`config.mk`:
```
export PLATFORM = sky130hd
export DESIGN_NAME = int_to_ascii_fmt
export DESIGN_NICKNAME = d
export VERILOG_FILES = /design/src/rtl/int_fmt_pkg.sv /design/src/rtl/bin_to_bcd_seq.sv /design/src/rtl/int_to_ascii_fmt.sv
export SDC_FILE = /design/constraint.sdc
export NUM_CORES = 1
export LEC_CHECK = 0
export ABC_AREA = 1
export CAP_MARGIN = 10
export CORE_MARGIN = 2
export CORE_UTILIZATION = 64
export CTS_BUF_LIST = sky130_fd_sc_hd__clkbuf_4 sky130_fd_sc_hd__clkbuf_8
export DETAILED_ROUTE_END_ITERATION = 10
export PLACE_DENSITY = 0.87
export SLEW_MARGIN = 20
export SYNTH_ARGS = -nofsm -noshare
export SYNTH_HDL_FRONTEND = slang
export SYNTH_HIERARCHICAL = 1
export SYNTH_SLANG_ARGS = --single-unit
```
`constraint.sdc`:
```
create_clock -name clk -period 8.3 [get_ports clk]
set_clock_uncertainty 0.15 [all_clocks]
set_input_delay 0.83 -clock clk [delete_from_list [all_inputs] [get_ports clk]]
set_output_delay 0.83 -clock clk [all_outputs]
set_load 0.02 [all_outputs]
```
`src/rtl/int_fmt_pkg.sv`:
```
// Shared types and ASCII helpers for the integer-to-ASCII formatter.
package int_fmt_pkg;

    typedef enum logic [2:0] {
        S_IDLE,
        S_CONVERT,
        S_MEASURE,
        S_PAD_SPACE,
        S_SIGN,
        S_PAD_ZERO,
        S_DIGITS,
        S_SEP
    } state_t;

    localparam logic [7:0] ASCII_0     = 8'h30;
    localparam logic [7:0] ASCII_A     = 8'h41;
    localparam logic [7:0] ASCII_MINUS = 8'h2D;
    localparam logic [7:0] ASCII_SPACE = 8'h20;

    function automatic logic [7:0] digit_to_ascii(input logic [3:0] nib);
        if (nib < 4'd10)
            return ASCII_0 + {4'd0, nib};
        else
            return ASCII_A + {4'd0, nib} - 8'd10;
    endfunction

endpackage

```
`src/rtl/bin_to_bcd_seq.sv`:
```
// Sequential double-dabble converter: one shift-add-3 step per cycle.
module bin_to_bcd_seq #(
    parameter int DATA_W = 32,
    localparam int DIGITS = (DATA_W * 30103) / 100000 + 1
) (
    input  logic                  clk,
    input  logic                  rst_n,
    input  logic                  start,
    input  logic [DATA_W-1:0]     bin_in,
    output logic [DIGITS*4-1:0]   bcd_out,
    output logic                  done
);
    localparam int CW = $clog2(DATA_W + 1);

    logic [DATA_W-1:0]   sh;
    logic [CW-1:0]       cnt;
    logic [DIGITS*4-1:0] bcd;
    logic [DIGITS*4-1:0] adj;

    always_comb begin
        adj = bcd;
        for (int i = 0; i < DIGITS; i++)
            if (bcd[i*4 +: 4] >= 4'd5)
                adj[i*4 +: 4] = bcd[i*4 +: 4] + 4'd3;
    end

    always_ff @(posedge clk or negedge rst_n) begin
        if (!rst_n) begin
            sh  <= '0;
            cnt <= '0;
            bcd <= '0;
        end else if (start) begin
            sh  <= bin_in;
            cnt <= CW'(DATA_W);
            bcd <= '0;
        end else if (cnt != '0) begin
            bcd <= {adj[DIGITS*4-2:0], sh[DATA_W-1]};
            sh  <= sh << 1;
            cnt <= cnt - CW'(1);
        end
    end

    // High during the cycle whose closing edge performs the final step.
    assign done    = (cnt == CW'(1));
    assign bcd_out = bcd;

endmodule

```
`src/rtl/int_to_ascii_fmt.sv`:
```
// Formats one integer as a padded decimal/hex ASCII byte stream
// on a valid/ready byte interface.
module int_to_ascii_fmt
    import int_fmt_pkg::*;
#(
    parameter int DATA_W       = 32,
    parameter int FIELD_W_BITS = 5,
    localparam int DEC_DIGITS  = (DATA_W * 30103) / 100000 + 1,
    localparam int HEX_DIGITS  = (DATA_W + 3) / 4
) (
    input  logic                    clk,
    input  logic                    rst_n,
    input  logic                    start,
    input  logic [DATA_W-1:0]       value_in,
    input  logic                    signed_mode,
    input  logic                    hex_mode,
    input  logic [FIELD_W_BITS-1:0] field_width,
    input  logic                    zero_pad,
    input  logic                    sep_en,
    input  logic [7:0]              sep_char,
    output logic                    busy,
    output logic                    done,
    output logic [7:0]              char_out,
    output logic                    char_valid,
    input  logic                    char_ready
);
    localparam int NDIG = (DEC_DIGITS > HEX_DIGITS) ? DEC_DIGITS : HEX_DIGITS;
    localparam int DV   = NDIG * 4;
    localparam int IW   = $clog2(NDIG + 1);
    localparam int CW   = ((FIELD_W_BITS > IW) ? FIELD_W_BITS : IW) + 1;

    state_t                  state;
    logic                    neg_q, hex_q, zpad_q, sep_q;
    logic [FIELD_W_BITS-1:0] fw_q;
    logic [7:0]              sep_char_q;
    logic [DATA_W-1:0]       mag_q;
    logic [FIELD_W_BITS-1:0] pad_cnt;
    logic [IW-1:0]           dig_idx;

    logic                    accept, neg_in, xfer, bcd_done;
    logic [DATA_W-1:0]       mag_in;
    logic [DEC_DIGITS*4-1:0] bcd_out;
    logic [DV-1:0]           dig_vec;
    logic [IW-1:0]           ndig;
    logic [CW-1:0]           body, fw_ext, pad_w;
    logic [FIELD_W_BITS-1:0] pad_next;

    assign accept = start && (state == S_IDLE);
    assign neg_in = signed_mode && value_in[DATA_W-1];
    assign mag_in = neg_in ? (~value_in + DATA_W'(1)) : value_in;

    bin_to_bcd_seq #(.DATA_W(DATA_W)) u_bcd (
        .clk     (clk),
        .rst_n   (rst_n),
        .start   (accept && !hex_mode),
        .bin_in  (mag_in),
        .bcd_out (bcd_out),
        .done    (bcd_done)
    );

    assign dig_vec = hex_q ? DV'(mag_q) : DV'(bcd_out);

    always_comb begin
        ndig = IW'(1);
        for (int i = 0; i < NDIG; i++)
            if (dig_vec[i*4 +: 4] != 4'd0)
                ndig = IW'(i + 1);
    end

    assign body     = CW'(ndig) + CW'(neg_q);
    assign fw_ext   = CW'(fw_q);
    assign pad_w    = (fw_ext > body) ? (fw_ext - body) : '0;
    assign pad_next = pad_w[FIELD_W_BITS-1:0];

    assign busy       = (state != S_IDLE);
    assign char_valid = (state == S_PAD_SPACE) || (state == S_SIGN) ||
                        (state == S_PAD_ZERO)  || (state == S_DIGITS) ||
                        (state == S_SEP);
    assign xfer       = char_valid && char_ready;

    always_comb begin
        char_out = 8'h00;
        unique case (state)
            S_PAD_SPACE: char_out = ASCII_SPACE;
            S_SIGN:      char_out = ASCII_MINUS;
            S_PAD_ZERO:  char_out = ASCII_0;
            S_DIGITS:    char_out = digit_to_ascii(dig_vec[dig_idx*4 +: 4]);
            S_SEP:       char_out = sep_char_q;
            default:     char_out = 8'h00;
        endcase
    end

    always_ff @(posedge clk or negedge rst_n) begin
        if (!rst_n) begin
            state      <= S_IDLE;
            neg_q      <= 1'b0;
            hex_q      <= 1'b0;
            zpad_q     <= 1'b0;
            sep_q      <= 1'b0;
            fw_q       <= '0;
            sep_char_q <= 8'h00;
            mag_q      <= '0;
            pad_cnt    <= '0;
            dig_idx    <= '0;
            done       <= 1'b0;
        end else begin
            done <= 1'b0;
            unique case (state)
                S_IDLE: if (accept) begin
                    neg_q      <= neg_in;
                    hex_q      <= hex_mode;
                    zpad_q     <= zero_pad;
                    sep_q      <= sep_en;
                    fw_q       <= field_width;
                    sep_char_q <= sep_char;
                    mag_q      <= mag_in;
                    state      <= S_CONVERT;
                end
                S_CONVERT: if (hex_q || bcd_done) state <= S_MEASURE;
                S_MEASURE: begin
                    pad_cnt <= pad_next;
                    dig_idx <= ndig - IW'(1);
                    // Pick the first non-empty phase directly.
                    if (!zpad_q && pad_next != '0) state <= S_PAD_SPACE;
                    else if (neg_q)                 state <= S_SIGN;
                    else if (pad_next != '0)        state <= S_PAD_ZERO;
                    else                            state <= S_DIGITS;
                end
                S_PAD_SPACE: if (xfer) begin
                    pad_cnt <= pad_cnt - FIELD_W_BITS'(1);
                    if (pad_cnt == FIELD_W_BITS'(1))
                        state <= neg_q ? S_SIGN : S_DIGITS;
                end
                S_SIGN: if (xfer)
                    state <= (zpad_q && pad_cnt != '0) ? S_PAD_ZERO : S_DIGITS;
                S_PAD_ZERO: if (xfer) begin
                    pad_cnt <= pad_cnt - FIELD_W_BITS'(1);
                    if (pad_cnt == FIELD_W_BITS'(1)) state <= S_DIGITS;
                end
                S_DIGITS: if (xfer) begin
                    if (dig_idx != '0) begin
                        dig_idx <= dig_idx - IW'(1);
                    end else if (sep_q) begin
                        state <= S_SEP;
                    end else begin
                        state <= S_IDLE;
                        done  <= 1'b1;
                    end
                end
                S_SEP: if (xfer) begin
                    state <= S_IDLE;
                    done  <= 1'b1;
                end
            endcase
        end
    end

endmodule

```
==> metrics list, run 1 <==
* Outcome: finished clean
- Slew at the pin with the worst max-slew slack: 0.935 ns
- For this run, the detailed router's first-pass iteration total came to 6.
* Worst Setup Start Kind: flip-flop
- Relative to the synthesized area, the layout overhead comes to 11.6%.
- Mean number of vias per cell: 5.60
* Number of synthesized flops with an enable pin: 0
* Crit path arrival time: 3.63 ns
* Remaining global-route overflow: 0
* Final weighted congestion in routability-driven placement: 0.970
- Once placement completed, the tool counted placed cells totaling 1572.
- Summing the areas of all compound-gate instances in the mapped netlist gives 9.34% of the synthesized area.
- Registers take 3500 um^2.
- For this configuration, the core starts out at a cell density of 66.2%.
- Async set or reset register ratio after synthesis: 100%
* Cell variety after synth: 48
* # Post-CTS Setup Buffers: 0
- By area, the combinational part of the netlist is dominated by simple AND/OR/NAND/NOR gates.
* Global routing usage summed across all routing layers: 30.8%
- Worst Path Required: 7.32 ns
- Largest cells by area after synthesis: sky130_fd_sc_hd__dfrtp_1, sky130_fd_sc_hd__nand2_1, sky130_fd_sc_hd__nand3_1
- Horizontal die dimension: 124 um
* Fin Setup TNS: 0 ns
* Final max-slew violation count: 0
* Post-synthesis simple-gate area fraction: 36.0%
* FF-to-FF End: state[1]
* Maximum number of pins on one net before global-route repair: 76
* Filler cell count: 1118
- Number of hold violations in the final report: 0
- Leaving out fill and tap cells, the most frequent cells in the layout are sky130_fd_sc_hd__nand2_1, sky130_fd_sc_hd__dfrtp_1, sky130_fd_sc_hd__inv_1.
- The region available for standard cell placement spans 14000 um^2.
- Pre-CTS setup slack: 3.94 ns
- DRC violation total after the first TritonRoute iteration: 918
* Area occupied by multi-input gates: 4970 um^2
- First-pass GRT wire length: 39.1 mm
* Final critical delay including setup and external delays: 4.61 ns
- CTS H-tree lvls: 4
- DP HPWL: 16.3 mm
* Remaining DRCs: 0
* Clock insertion delay at the later pin of the skew report: 0.48 ns
- Worst-case register-to-register setup slack: 3.81 ns
* Total number of yosys warnings: 6
- Setup violations remaining at the end of the flow were counted as 0.
- Counting along the longest clock path gives a buffer depth of 2.
- Of all cell types, the one taking the most synthesized area is sky130_fd_sc_hd__dfrtp_1.
- Counting the buffers created by CTS gives 17.
- TritonCTS built the clock tree.
- After synthesis, the share of cell area in mux cells is 0%.
- Die extent in y: 124 um
- Excluding fillers, the count of instances in the completed layout stands at 1604.
- Highest clock frequency the design can meet: 217 MHz
- Die area: 15400 um^2
- After clock tree synthesis, the clock-pin slew on the worst setup and hold paths is 0.08 ns.
* Critical Path End Type: output port
* Antenna viol nets, final: 0
- The worst path uses 55.6% of the clock period.
- Gates resized during post-CTS repair numbered 0.
- For this design the top-level I/O count stands at 64.
* Cell area after synthesis: 9260 um^2
- Clock root buffer: sky130_fd_sc_hd__clkbuf_8
- Initial antenna violation count: 0
* Diode insertion count for antenna repair: 0
* Mean Syn Cell Area: 6.75 um^2
* DR WL/cell: 14.4 um
* Leakage power figure: 5.30 nW
* Arithmetic-cell share of the synthesized area counting full adders, half adders and majority gates: 4.95%
- # nets final: 1500
- Once routing completed, OpenROAD measured the worst setup slack at 3.69 ns.
- Buffers placed on the I/O ports in this run total 63.
- In this run, post-CTS hold repair placed 0 buffers.
- Peak VDD IR: 205 uV
* Number of cells produced by synthesis: 1371
- Total power per unit cell area: 404 nW/um^2
* Max Cap Violations: 0
- Yosys reg bits: 140
- Relative slew slack: 37.7%
- Proportion of layout cells with a drive suffix above 1: 4.35%
- Fraction of the yosys area taken by sequential cells: 37.8%
- Type of the most critical hold path: input pin to async pin
- Synthesized-area fraction occupied by xor and xnor cells: 3.31%
* Leading cell type in the layout, fill and taps excluded: sky130_fd_sc_hd__nand2_1
- When the netlist entered floorplanning its net count stood at 1460.
* Maximum fanout along the worst path: 42
- Summed over its instances, the top area cell type makes up 37.8% of the synthesized netlist area.
* Site Rows: 43
* Via total after detailed routing: 8989
- Clock tree synthesis found a total of 140 sinks.
* Most instantiated flip-flop cell in the synthesis netlist: sky130_fd_sc_hd__dfrtp_1
- Type of the worst setup path: flip-flop to output port
* Cell depth of the worst flop-to-flop path: 30
- Setup repair after global routing left no endpoint under its margin.
* Total length of routed wires: 23.2 mm
* Source of the worst register-to-register timing path: hex_q
- The via count of the first global-routing pass came to 8358.
-- metrics by stage --
stage | cell area, um^2 | hold slack [ns] | util, % | total power, mW
2_1_floorplan | 9260 | 0.299 | - | 2.99
5_1_grt | 10300 | 0.226 | 73.8 | 4.58
3_3_place_gp | 9900 | 0.311 | 70.8 | 3.44
4_1_cts | 10300 | 0.208 | 73.8 | 4.14
6_report | 10300 | 0.192 | 73.8 | 4.18
3_5_place_dp | 9900 | 0.312 | 70.8 | 3.53
-- synth_stat cells (2+ instances only) --
cell type and count:
sky130_fd_sc_hd__a21oi_1 18, sky130_fd_sc_hd__o211ai_1 21, sky130_fd_sc_hd__clkbuf_2 3, sky130_fd_sc_hd__nand2_1 573, sky130_fd_sc_hd__xnor2_1 7, sky130_fd_sc_hd__nor3_1 6
sky130_fd_sc_hd__nor2_2 5, sky130_fd_sc_hd__nor2_1 93, sky130_fd_sc_hd__inv_2 7, sky130_fd_sc_hd__clkbuf_1 16, sky130_fd_sc_hd__buf_4 4, sky130_fd_sc_hd__a31oi_1 4
sky130_fd_sc_hd__nand4_1 20, sky130_fd_sc_hd__buf_2 19, sky130_fd_sc_hd__o22ai_1 2, sky130_fd_sc_hd__and2_1 3, sky130_fd_sc_hd__nor4_1 3, sky130_fd_sc_hd__nand3_1 105
sky130_fd_sc_hd__ha_1 35, sky130_fd_sc_hd__dfrtp_1 140, sky130_fd_sc_hd__o21ai_1 15, sky130_fd_sc_hd__o21ai_0 81, sky130_fd_sc_hd__or2_2 2, sky130_fd_sc_hd__nor3_2 2
sky130_fd_sc_hd__xor2_1 28, sky130_fd_sc_hd__inv_1 131, sky130_fd_sc_hd__buf_6 5, sky130_fd_sc_hd__o31ai_1 3
-- logic make-up after synthesis --
family	count (synthesis)
simple gates	819
other cells	1
xor+xnor	35
compound gates	152
buf+inv	188
fa+ha+maj	36
flops	140
-- layout make-up --
cell class	instances	area share, %
multi-input combinational	1043	48.1
sequential	140	33.9
timing repair buffer	69	6.55
inverter	140	5.10
clock buffer	19	2.53
tap	180	2.18
clock inverter	13	1.60
-- per-layer routing --
metal	share of wire [%]	track usage, %
met1	43	40.1
met2	48	50.8
met3	5.8	5.80
met4	2.4	12.5
met5	0	0
-- critical path: stages (launching register included) --
cell	delay, ns
sky130_fd_sc_hd__dfrtp_1	0.36
sky130_fd_sc_hd__buf_4	0.25
sky130_fd_sc_hd__inv_2	0.52
sky130_fd_sc_hd__nand2_1	0.10
sky130_fd_sc_hd__nand2_1	0.10
sky130_fd_sc_hd__o21ai_0	0.08
sky130_fd_sc_hd__o221ai_1	0.24
sky130_fd_sc_hd__nand3_1	0.13
sky130_fd_sc_hd__nand2_1	0.10
sky130_fd_sc_hd__inv_1	0.06
sky130_fd_sc_hd__ha_1	0.20
sky130_fd_sc_hd__or2_0	0.22
sky130_fd_sc_hd__nand3_1	0.08
sky130_fd_sc_hd__nand2_1	0.06
sky130_fd_sc_hd__nand2_1	0.05
sky130_fd_sc_hd__clkdlybuf4s50_1	0.59
-- worst max path at each step --
stage / start / endpoint / slack, ns / cells past startpoint
final: hex_q / char_out[2] / 3.69 / 15
after global routing: hex_q / char_out[2] / 3.41 / 16
after CTS: hex_q / char_out[2] / 3.71 / 15
after detailed placement: hex_q / state[1] / 3.94 / 30
after global placement: hex_q / state[1] / 4.09 / 30
after floorplan: hex_q / state[1] / 4.75 / 31
-- sequential cells by signal, indices dropped and copies added (netlist names), 3 cells and up --
name	cells
sep_char_q	8
pad_cnt	5
u_bcd/sh	32
state	3
u_bcd/bcd_out	40
mag_q	32
dig_idx	4
u_bcd/cnt	6
fw_q	5
-- where the power goes --
group / internal, mW / switching (mW) / total [mW]
clock: 0.314 / 0.285 / 0.599
sequential: 1.01 / 0.314 / 1.33
combinational: 0.800 / 1.45 / 2.25
(Power assumes the default switching activity.)
==> run 2, diff against run 1 <==
--- a/config.mk
+++ b/config.mk
@@ -8,10 +8,10 @@
 export ABC_AREA = 1
 export CAP_MARGIN = 10
 export CORE_MARGIN = 2
-export CORE_UTILIZATION = 64
+export CORE_UTILIZATION = 62
 export CTS_BUF_LIST = sky130_fd_sc_hd__clkbuf_4 sky130_fd_sc_hd__clkbuf_8
 export DETAILED_ROUTE_END_ITERATION = 10
-export PLACE_DENSITY = 0.87
+export PLACE_DENSITY = 0.84
 export SLEW_MARGIN = 20
 export SYNTH_ARGS = -nofsm -noshare
 export SYNTH_HDL_FRONTEND = slang
==> constraint.sdc (replaced) <==
create_clock -name clk -period 4.3 [get_ports clk]
set_clock_uncertainty 0.15 [all_clocks]
set_input_delay 0.43 -clock clk [delete_from_list [all_inputs] [get_ports clk]]
set_output_delay 0.43 -clock clk [all_outputs]
set_load 0.02 [all_outputs]
==> metrics list, run 2 (synthesis results as in run 1) <==
- Counting stages on the worst path, the most repeated cell is sky130_fd_sc_hd__nand2_1.
* Global routing usage summed across all routing layers: 30.1%
* Maximum number of pins on one net before global-route repair: 97
* Start point of the worst hold path: u_bcd/sh[5]
- The filler cells instantiated in the layout total 1228.
- Register share of total power: 31.3%
* Type of the worst setup path: flip-flop to flip-flop
* Final critical delay including setup and external delays: 3.90 ns
* DR WL/cell: 14.4 um
* Highest clock frequency the design can meet: 257 MHz
- The region available for standard cell placement spans 14600 um^2.
* Via total after detailed routing: 9016
- Global routing finished with a remaining overflow of 0.
* Number of CTS-inserted buffers: 17
- For this design the static power due to leakage is 5.33 nW.
- Combinational cell fraction of total power: 54.5%
- CTS H-tree lvls: 4
- Leaving out filler cells and counting taps, the final layout contains 1615.
- TritonCTS built the clock tree.
- The longest clock path from root to sink contains 2 buffers.
- At the worst endpoint, the arrival time is 4.11 ns.
- The net count of the finished layout is 1507.
* Die extent in y: 126 um
* Clock root buffer: sky130_fd_sc_hd__clkbuf_8
- The final hold violation count was 0.
* Proportion of layout cells with a drive suffix above 1: 4.82%
- The first global-routing pass estimated 38.9 mm of wire.
- Slowest cell on the critical path: sky130_fd_sc_hd__ha_1
* Maximum fanout along the worst path: 17
- In this run, placement finished with an instance count of 1582.
- Remaining DRCs: 0
- Final weighted congestion in routability-driven placement: 0.936
- Type of the most critical hold path: flip-flop to flip-flop
- After clock tree synthesis, the clock-pin slew on the worst setup and hold paths is 0.08 ns.
- Compared with the post-synthesis result, the final layout area differs by 12.2%.
- Of the available clock period, the critical path in the final layout requires 90.6%.
- Outcome: finished clean
- Summed over all nets, the half-perimeter wirelength after detailed placement is 16.4 mm.
- Across the VDD grid, the largest voltage drop is 331 uV.
- Horizontal die dimension: 126 um
* Share of total power consumed by net switching: 48.9%
- Top-Level Pins: 64
- The top cell types in the final layout, fill and taps aside, are sky130_fd_sc_hd__nand2_1, sky130_fd_sc_hd__dfrtp_1, sky130_fd_sc_hd__inv_1.
- The worst setup path is captured at a flip-flop.
- Die area: 15900 um^2
- For this run, the slowest stage of the critical path takes 0.41 ns.
* Initial antenna violation count: 0
* Total of endpoints with negative setup slack in the final report: 0
* Largest register FFs: 40
* Total power per unit cell area: 778 nW/um^2
* Unrepaired setup endpoints after global routing: false
* Number of buffers added on ports: 63
- In the routed layout, each cell is associated on average with a via count of 5.58.
- For this run, the detailed router's first-pass iteration total came to 6.
- Slew at the pin with the worst max-slew slack: 0.892 ns
* Source of the worst register-to-register timing path: hex_q
- Final max-slew violation count: 0
- At the placement stage, the worst setup path has a slack of 0.474 ns.
* Relative contribution of the clock network to total power: 14.2%
- Cell internal power dissipation: 4.13 mW
* Leading cell type in the layout, fill and taps excluded: sky130_fd_sc_hd__nand2_1
- Once detail routing completed, the nets flagged for antenna violations numbered 0.
- Number of clock sinks seen by CTS: 140
- The critical path starts at hex_q.
- Site Rows: 44
- The tool flagged a number of max-cap violations equal to 0.
- NetSw: 3.95 mW
- Number of global-route vias before repair: 8432
* Fin Setup TNS: 0 ns
* Final setup margin: 0.404 ns
- Worst Setup Start Kind: flip-flop
* Relative slew slack: 40.5%
- Diode insertion count for antenna repair: 0
- Total length of routed wires: 23.2 mm
- Overall Power: 8.08 mW
- The clock reaches the later pin of the worst-skew pair after 0.48 ns.
- Worst Path Required: 4.52 ns
* Initial Util: 63.5%
* DRC violation total after the first TritonRoute iteration: 748
-- run 2: final cells by class --
cell class	instances	area, um^2	area share [%]
Inverter	140	527	5.07
Sequential cell	140	3500	33.7
Timing Repair Buffer	76	732	7.05
Tap cell	184	230	2.22
Clock buffer	20	256	2.47
Multi-Input combinational cell	1043	4970	47.9
Clock inverter	12	164	1.58
-- run 2: worst paths after layout --
kind / endpoint / slack, ns / cells after the start
max: state[2] / 0.40 / 29
min: u_bcd/sh[6] / 0.33 / 2
max reg2reg: state[2] / 0.40 / 29
min reg2reg: u_bcd/sh[6] / 0.33 / 2
max in group asynchronous: mag_q[9] / 2.64 / 3
min in group asynchronous: u_bcd/bcd_out[28] / 0.48 / 2
-- run 2: critical path: cells and delay by family, from the launching register on --
kind                       cells  cell delay (ns)
adders and majority gates      3             0.78
buffers and inverters          3             0.30
DFF                            1             0.40
xor gates and xnor gates       1             0.16
AOI/OAI and AO/OA              4             0.60
and+or+nand+nor               18             1.38
-- run 2: power by group through the flow --
stage	combinational [mW]	sequential, mW	clock, mW
2_1_floorplan	3.44	2.33	0
3_3_place_gp	4.15	2.53	0
3_5_place_dp	4.31	2.54	0
4_1_cts	4.35	2.52	1.16
5_1_grt	5.05	2.61	1.21
6_report	4.40	2.53	1.15
-- run 2: metrics by stage --
stage               area, um^2  hold slack, ns  util [%]
global placement          9950           0.311      68.2
global route             10400           0.357      71.2
finish                   10400           0.333      71.2
CTS                      10400           0.317      71.2
detailed placement        9950           0.315      68.2
floorplan                 9260         -0.0156         -
-- run 2: what timing repair did --
action / CTS / global route
buffers inserted: 0 / 0
setup endpoints to repair: 0 / 1
endpoints found under the hold margin: 94 / 0
hold buffers: 1 / 0
resized for setup: 0 / 1
-- run 2: per-layer routing --
layer | up-vias | part of all wire (%) | global-route usage (%)
met5 | - | 0 | 0
met4 | 0 | 2.4 | 11.0
met3 | 42 | 5.4 | 5.40
met2 | 325 | 48 | 50.3
met1 | 4202 | 44 | 39.3
li1 | 4447 | - | -
